<file path="config.mk">
export PLATFORM = sky130hd
export DESIGN_NAME = inst_fetch_flat
export DESIGN_NICKNAME = d
export VERILOG_FILES = /design/src/rtl/inst_fetch_if.sv /design/src/rtl/inst_fetch.sv /design/src/flat_wrapper.sv
export SDC_FILE = /design/constraint.sdc
export NUM_CORES = 1
export LEC_CHECK = 0
export CAP_MARGIN = 25
export CORE_MARGIN = 3
export CORE_UTILIZATION = 50
export CTS_BUF_LIST = sky130_fd_sc_hd__clkbuf_16
export CTS_CLUSTER_SIZE = 40
export DETAILED_ROUTE_END_ITERATION = 10
export PLACE_DENSITY = 0.85
export SLEW_MARGIN = 20
export SYNTH_ARGS = -nofsm -noshare
export SYNTH_HDL_FRONTEND = slang
export SYNTH_SLANG_ARGS = --single-unit
</file>
<file path="constraint.sdc">
create_clock -name clk -period 3.7 [get_ports clk]
set_input_delay 0.925 -clock clk [delete_from_list [all_inputs] [get_ports clk]]
set_output_delay 0.925 -clock clk [all_outputs]
set_load 0.03 [all_outputs]
</file>
<file path="src/rtl/inst_fetch_if.sv">
// Instruction-cache request/response bus between the fetch stage and the I-cache.
// ren/addr are driven by fetch; rdata/stall are returned by the cache.
interface inst_fetch_if;
  logic        ren;
  logic [29:0] addr;
  logic [31:0] rdata;
  logic        stall;

  modport master (output ren, output addr, input rdata, input stall);
  modport slave  (input ren, input addr, output rdata, output stall);
endinterface

</file>
<file path="src/rtl/inst_fetch.sv">
// RV32I instruction-fetch stage: PC, I-cache request FSM, IF/ID register, skid buffer, redirect kill.
// Optional static branch/jump prediction is enabled by defining IF_PREDICT_EN.
module inst_fetch #(
  parameter logic [31:0] RESET_PC = 32'h0000_0000
) (
  input  logic                clk,
  input  logic                rst_n,
  inst_fetch_if.master        icache,
  input  logic                id_stall,
  input  logic                redirect_valid,
  input  logic [31:0]         redirect_pc,
  output logic                id_valid,
  output logic [31:0]         id_inst,
  output logic [31:0]         id_pc,
  output logic                id_pred_taken
);
  localparam logic [31:0] NOP        = 32'h0000_0013;
  localparam logic [31:0] ALIGN_MASK = 32'hFFFF_FFFC;

  typedef enum logic [1:0] {S_IDLE, S_FETCH, S_WAIT, S_SKID} state_t;

  state_t      state_reg, state_next;
  logic [31:0] pc_reg, pc_next;
  logic        id_valid_reg, id_valid_next;
  logic [31:0] id_inst_reg, id_inst_next;
  logic [31:0] id_pc_reg, id_pc_next;
  logic        id_pred_reg, id_pred_next;
  logic [31:0] skid_inst_reg, skid_inst_next;
  logic [31:0] skid_pc_reg, skid_pc_next;
  logic        skid_pred_reg, skid_pred_next;
  logic        kill_reg, kill_next;
  logic [31:0] kill_pc_reg, kill_pc_next;

  logic        ren;
  logic        complete;
  logic        can_accept;
  logic [31:0] redirect_target;
  logic [31:0] next_pc;
  logic        pred_taken;

  assign redirect_target = redirect_pc & ALIGN_MASK;

`ifdef IF_PREDICT_EN
  logic [31:0] rd;
  logic [31:0] j_imm;
  logic [31:0] b_imm;
  assign rd    = icache.rdata;
  assign j_imm = {{12{rd[31]}}, rd[19:12], rd[20], rd[30:21], 1'b0};
  assign b_imm = {{20{rd[31]}}, rd[7], rd[30:25], rd[11:8], 1'b0};

  // Predict JAL always taken, conditional branches taken only when backward.
  always_comb begin
    next_pc    = pc_reg + 32'd4;
    pred_taken = 1'b0;
    if (rd[6:2] == 5'b11011) begin
      next_pc    = pc_reg + j_imm;
      pred_taken = 1'b1;
    end else if ((rd[6:2] == 5'b11000) && rd[31]) begin
      next_pc    = pc_reg + b_imm;
      pred_taken = 1'b1;
    end
  end
`else
  assign next_pc    = pc_reg + 32'd4;
  assign pred_taken = 1'b0;
`endif

  always_comb begin
    state_next     = state_reg;
    pc_next        = pc_reg;
    id_valid_next  = id_valid_reg;
    id_inst_next   = id_inst_reg;
    id_pc_next     = id_pc_reg;
    id_pred_next   = id_pred_reg;
    skid_inst_next = skid_inst_reg;
    skid_pc_next   = skid_pc_reg;
    skid_pred_next = skid_pred_reg;
    kill_next      = kill_reg;
    kill_pc_next   = kill_pc_reg;

    ren        = ((state_reg == S_FETCH) && !(id_valid_reg && id_stall)) || (state_reg == S_WAIT);
    complete   = ren && !icache.stall;
    can_accept = !id_valid_reg || !id_stall;

    if (id_valid_reg && !id_stall)
      id_valid_next = 1'b0;

    if (redirect_valid) begin
      id_valid_next = 1'b0;
      // A stalled request must keep its address, so the target waits in kill_pc.
      if (ren && icache.stall) begin
        kill_next    = 1'b1;
        kill_pc_next = redirect_target;
        state_next   = S_WAIT;
      end else begin
        pc_next    = redirect_target;
        kill_next  = 1'b0;
        state_next = S_FETCH;
      end
    end else begin
      case (state_reg)
        S_IDLE: state_next = S_FETCH;
        S_FETCH, S_WAIT: begin
          if (ren && icache.stall) begin
            state_next = S_WAIT;
          end else if (complete) begin
            state_next = S_FETCH;
            if (kill_reg) begin
              pc_next   = kill_pc_reg;
              kill_next = 1'b0;
            end else if (can_accept) begin
              id_valid_next = 1'b1;
              id_inst_next  = icache.rdata;
              id_pc_next    = pc_reg;
              id_pred_next  = pred_taken;
              pc_next       = next_pc;
            end else begin
              skid_inst_next = icache.rdata;
              skid_pc_next   = pc_reg;
              skid_pred_next = pred_taken;
              pc_next        = next_pc;
              state_next     = S_SKID;
            end
          end
        end
        S_SKID: begin
          if (!id_stall) begin
            id_valid_next = 1'b1;
            id_inst_next  = skid_inst_reg;
            id_pc_next    = skid_pc_reg;
            id_pred_next  = skid_pred_reg;
            state_next    = S_FETCH;
          end
        end
        default: state_next = S_IDLE;
      endcase
    end
  end

  always_ff @(posedge clk or negedge rst_n) begin
    if (!rst_n) begin
      state_reg     <= S_IDLE;
      pc_reg        <= RESET_PC & ALIGN_MASK;
      id_valid_reg  <= 1'b0;
      id_inst_reg   <= NOP;
      id_pc_reg     <= 32'd0;
      id_pred_reg   <= 1'b0;
      skid_inst_reg <= NOP;
      skid_pc_reg   <= 32'd0;
      skid_pred_reg <= 1'b0;
      kill_reg      <= 1'b0;
      kill_pc_reg   <= 32'd0;
    end else begin
      state_reg     <= state_next;
      pc_reg        <= pc_next;
      id_valid_reg  <= id_valid_next;
      id_inst_reg   <= id_inst_next;
      id_pc_reg     <= id_pc_next;
      id_pred_reg   <= id_pred_next;
      skid_inst_reg <= skid_inst_next;
      skid_pc_reg   <= skid_pc_next;
      skid_pred_reg <= skid_pred_next;
      kill_reg      <= kill_next;
      kill_pc_reg   <= kill_pc_next;
    end
  end

  assign icache.ren    = ren;
  assign icache.addr   = pc_reg[31:2];
  assign id_valid      = id_valid_reg;
  assign id_inst       = id_valid_reg ? id_inst_reg : NOP;
  assign id_pc         = id_pc_reg;
  assign id_pred_taken = id_valid_reg & id_pred_reg;
endmodule

</file>
<file path="src/flat_wrapper.sv">
// flat-port wrapper written by rule: the top's interface ports become plain ports
module inst_fetch_flat 
#(
  parameter logic [31:0] RESET_PC = 32'h0000_0000
)
  (clk, rst_n, id_stall, redirect_valid, redirect_pc, id_valid, id_inst, id_pc, id_pred_taken, icache_ren, icache_addr, icache_rdata, icache_stall);
  inst_fetch_if icache_i ();
  input  logic clk;
  input  logic rst_n;
  input  logic id_stall;
  input  logic redirect_valid;
  input  logic [31:0] redirect_pc;
  output logic id_valid;
  output logic [31:0] id_inst;
  output logic [31:0] id_pc;
  output logic id_pred_taken;
  output wire logic [$bits(icache_i.ren)-1:0] icache_ren;
  output wire logic [$bits(icache_i.addr)-1:0] icache_addr;
  input wire logic [$bits(icache_i.rdata)-1:0] icache_rdata;
  input wire logic [$bits(icache_i.stall)-1:0] icache_stall;
  assign icache_ren = icache_i.ren;
  assign icache_addr = icache_i.addr;
  assign icache_i.rdata = icache_rdata;
  assign icache_i.stall = icache_stall;
  inst_fetch #(.RESET_PC(RESET_PC)) u_core (.clk(clk), .rst_n(rst_n), .icache(icache_i), .id_stall(id_stall), .redirect_valid(redirect_valid), .redirect_pc(redirect_pc), .id_valid(id_valid), .id_inst(id_inst), .id_pc(id_pc), .id_pred_taken(id_pred_taken));
endmodule
</file>
==> Yosys cells after proc, flatten, opt, wreduce, memory -nomap -nowiden <==
Index checks and enable logic that the tools add are counted.
{ "totals": {"output_inout_bits": 97, "word_cells": 95, "in_bits": 69, "register_bits": 195} }
{ "classes": {"n_mux": 46, "n_eq_ne": 11, "addsub": 1, "n_bitwise": 5, "reduce_logical": 22} }
{ "ops": {"columns": ["cell", "n"], "rows": [
  ["$mux W32", 17],
  ["$pmux W32 S2", 2],
  ["$add A32 B3 Y32 const B", 1],
  ["$mux W1", 17],
  ["$mux W2", 7],
  ["$ne A2 B2 Y1 const B", 4],
  ["$reduce_and A7 Y1", 1],
  ["$pmux W2 S3", 1],
  ["$reduce_and A3 Y1", 2],
  ["$reduce_and A6 Y1", 1],
  ["$reduce_bool A2 Y1", 3],
  ["$logic_and A1 B1 Y1", 5],
  ["$eq A2 B2 Y1 const B", 2],
  ["$logic_not A1 Y1", 4],
  ["$ne A2 B1 Y1 const B", 2],
  ["$ne A4 B2 Y1 const B", 1],
  ["$not A1 Y1", 4],
  ["$pmux W1 S2", 2],
  ["$reduce_and A2 Y1", 2],
  ["$ne A3 B3 Y1 const B", 1],
  ["$eq A2 B1 Y1 const B", 1],
  ["$logic_not A2 Y1", 1],
  ["$logic_or A1 B1 Y1", 2],
  ["$reduce_or A2 Y1", 1],
  ["$and A1 B1 Y1", 1]
]} }

==> Depth between registers and ports, before layout <==
{ "logic_depth": {"depth_word": 9, "depth_mapped": 9, "depth_no_buf": 7} }

==> Worst setup path before layout <==
No wires, ideal clock.
{ "synth_path": {"kind": "input port to output port", "from": "in id_stall", "to": "out icache_ren", "arrival_time_ns": 1.412, "required_time_ns": 2.775, "n_path_buf": 0, "stages": 3, "setup_slack_ns": 1.363, "cell_sequence": "a21boi_2 -> nor2_1 -> inv_1"} }
{ "synth_between": {"elab_chain_len": 4} }
{ "synth_lines": {"columns": ["item", "line_no", "source"], "rows": [
  ["from (decl)", "flat_wrapper.sv:10", "input logic id_stall;"],
  ["$logic_and A1 B1 Y1", "inst_fetch.sv:81", "ren = ((state_reg == S_FETCH) && !(id_valid_reg && id_stall)) || (state_reg == S_WAIT);"],
  ["$logic_not A1 Y1", "inst_fetch.sv:81", null],
  ["$logic_and A1 B1 Y1", "inst_fetch.sv:81", null],
  ["$logic_or A1 B1 Y1", "inst_fetch.sv:81", null],
  ["to (decl)", "flat_wrapper.sv:17", "output wire logic [$bits(icache_i.ren)-1:0] icache_ren;"]
]} }
Every way passes these cells.

==> Final worst setup path <==
Ends and elaborated chain as after synthesis.

==> out/summary.txt <==
DP Cell Count: 1198
IO Pins: 166
most frequent cells in the layout: dfrtp_1 (182), clkdlybuf4s50_1 (158), o21ai_0 (100)
Tcrit/Tclk final: 0.935
worst skew pair latency: 0.43 ns
pre-CTS WS: 0.267 ns
max_cap viols: 0
R2R Path Start: u_core.state_reg[1]$_DFFE_PN0P_
commonest non-fill, non-tap cell in the layout: dfrtp_1
Hold Path Origin: u_core.id_inst_reg[18]$_DFFE_PN0P_
Critical Path Start: id_stall
layout cells sized above 1: 0.159
top_reg_cell synth: dfrtp_1
Worst EP required: 2.77 ns
Post-synth ARST share: 1.00
Area Growth Syn to Fin: 25.4%
# DRC: 0
RSZ-0062 raised after global routing: false
clk_skew: 0.00954 ns
hold_buf cts: 0
Die Area: 20400 um^2
row cnt: 49
area leader, netlist: dfrtp_1
DRT Wirelength: 23.1 mm
final hold vios: 0
clock sinks: 188
Syn Area/Cell: 11.0 um^2
CTS tree: yes
Post-DRT Antenna Nets: 0
CP Class: in2out
GPL Wtd Cong: 0.865
YS warnings: 0
wire per inst: 18.8 um
pin count of the biggest net entering global routing: 77
VDD IR max: 0.498 mV
TNS Setup: 0 ns
detailed-route via count: 7130
initial antenna violation count: 0
worst-margin pin slew: 0.761 ns
Worst EP arrival: 2.53 ns
Post-synth EDFFs: 0
synth top area cells: dfrtp_1 (49%), mux2_4 (7.1%), mux2i_1 (7.1%)
CP Launch Type: input pin
leak pwr: 5.17 nW
CTS buffer count: 17
buffers added on ports: 160
status: finished clean
CTS root buf: clkbuf_16
Non-Filler Instances: 1230
Final #Nets: 1062
Synth top area share: 0.487
Netlist cell types: 63
Seq cells post-synth: 188
number of diodes: 0
Detailed Place HPWL: 15.6 mm
DRT iter0 DRCs: 707
Initial Util: 0.515
post-synthesis instance total: 851
Die Y: 143 um
H-tree Lvls: 4
Final Power: 0.0101 W
cts repair resizes: 0
router iterations before antenna repair: 5
vias per cell: 5.80
PwrDens: 859 nW/um^2
Slew headroom: 0.493
max-slew violation count: 0
Max Root-Sink Buffers: 2
Hold Crit Class: reg2reg
Die W: 143 um
Post-CTS Setup Repair Bufs: 0
Synth Cell Area: 9340 um^2
slack of the critical path: 0.241 ns
FILL cells: 1401
vias in the first global route: 7199
Total Routing Usage GR: 0.229
Setup-failing EPs final: 0
max frequency: 289 MHz
global-route wire length before repair: 37.1 mm
CP Capture Type: primary output
worst-path fanout max: 4
Core Box Area: 18100 um^2
sequential share of the synthesized area: 0.504
gr ovfl total: 0
Reg clk slew, reported paths: 0.07 ns
post-route minimum period: 3.46 ns
## path summary, 6_finish.rpt
kind | end | slack (ns) | cells past startpoint
max reg2reg | u_core.state_reg[0]$_DFFE_PN0P_ | 1.27 | 6
min in group asynchronous | u_core.skid_inst_reg[15]$_DFFE_PN0P_ | 0.49 | 1
max in group asynchronous | u_core.pc_reg[31]$_DFFE_PN0P_ | 2.41 | 2
max | icache_ren | 0.24 | 5
min reg2reg | u_core.id_inst_reg[18]$_DFFE_PN0P_ | 0.47 | 2
min | u_core.id_inst_reg[18]$_DFFE_PN0P_ | 0.47 | 2
## stage by stage
stage                      util  instance area [um^2]  hold slack, ns
after floorplan               -                  9350           0.442
after global placement    0.614                 11100           0.453
after detailed placement  0.614                 11100           0.463
after CTS                 0.646                 11700           0.478
after global routing      0.646                 11700           0.505
final                     0.646                 11700           0.474
## kinds of logic after synthesis
group / synth area share
AOI/OAI and AO/OA: 0.130
other: 0.000401
DFF: 0.504
muxes: 0.194
buffers and inverters: 0.0439
adders and majority gates: 0.00670
and+or+nand+nor: 0.109
xor gates and xnor gates: 0.0112
## power by group
part	switching (W)	total [W]	leakage [nW]	internal (W)
Clock	0.000810	0.00181	0.286	0.000995
Sequential	0.000856	0.00386	2.37	0.00301
Combinational	0.00239	0.00440	2.52	0.00200
## per-layer routing
metal	wire length (um)	up-vias	track usage	share of wire
li1	-	3288	-	-
met1	10300	3488	0.322	0.45
met2	10700	314	0.357	0.46
met3	1630	40	0.0499	0.071
met4	415	0	0.0730	0.018
met5	0	-	0	0
## synth_stat cells, types with 3 or more instances
cell       instances
a211oi_1           3
dfrtp_1          182
o21a_1            11
and2_1            29
buf_4              3
a221o_1            4
or3_1              4
buf_2             19
o21ai_1            3
a2bb2oi_1          4
a22oi_1            5
clkbuf_1          29
o31a_1             3
mux2_4            44
a22o_1             4
o21ai_0          100
nor2_1            30
buf_1              4
nand3_1           10
ha_1               5
mux2i_1           66
buf_12             4
nand2b_1           3
or2b_1             3
dfstp_2            6
mux2_2            44
nand4_1           11
nor4_1             6
xor2_1             8
a31oi_1            6
inv_1             14
a21oi_1           38
nor3_1            10
xnor2_1            4
nand2_1           97
## area by class of cell
cell class	instances	area [um^2]	share of cell area
Tap cell	229	287	0.0244
Sequential cell	188	4710	0.402
Inverter	15	56.3	0.00480
Clock buffer	17	425	0.0363
Timing Repair Buffer	179	1830	0.156
Multi-Input combinational cell	587	4260	0.364
Clock inverter	15	148	0.0126
## worst max-delay path, stage by stage
cell	delay [ns]
clkdlybuf4s50_1	0.43
a21boi_2	0.25
nor2_1	0.11
inv_1	0.13
clkdlybuf4s50_1	0.69
(Power assumes the default switching activity.)
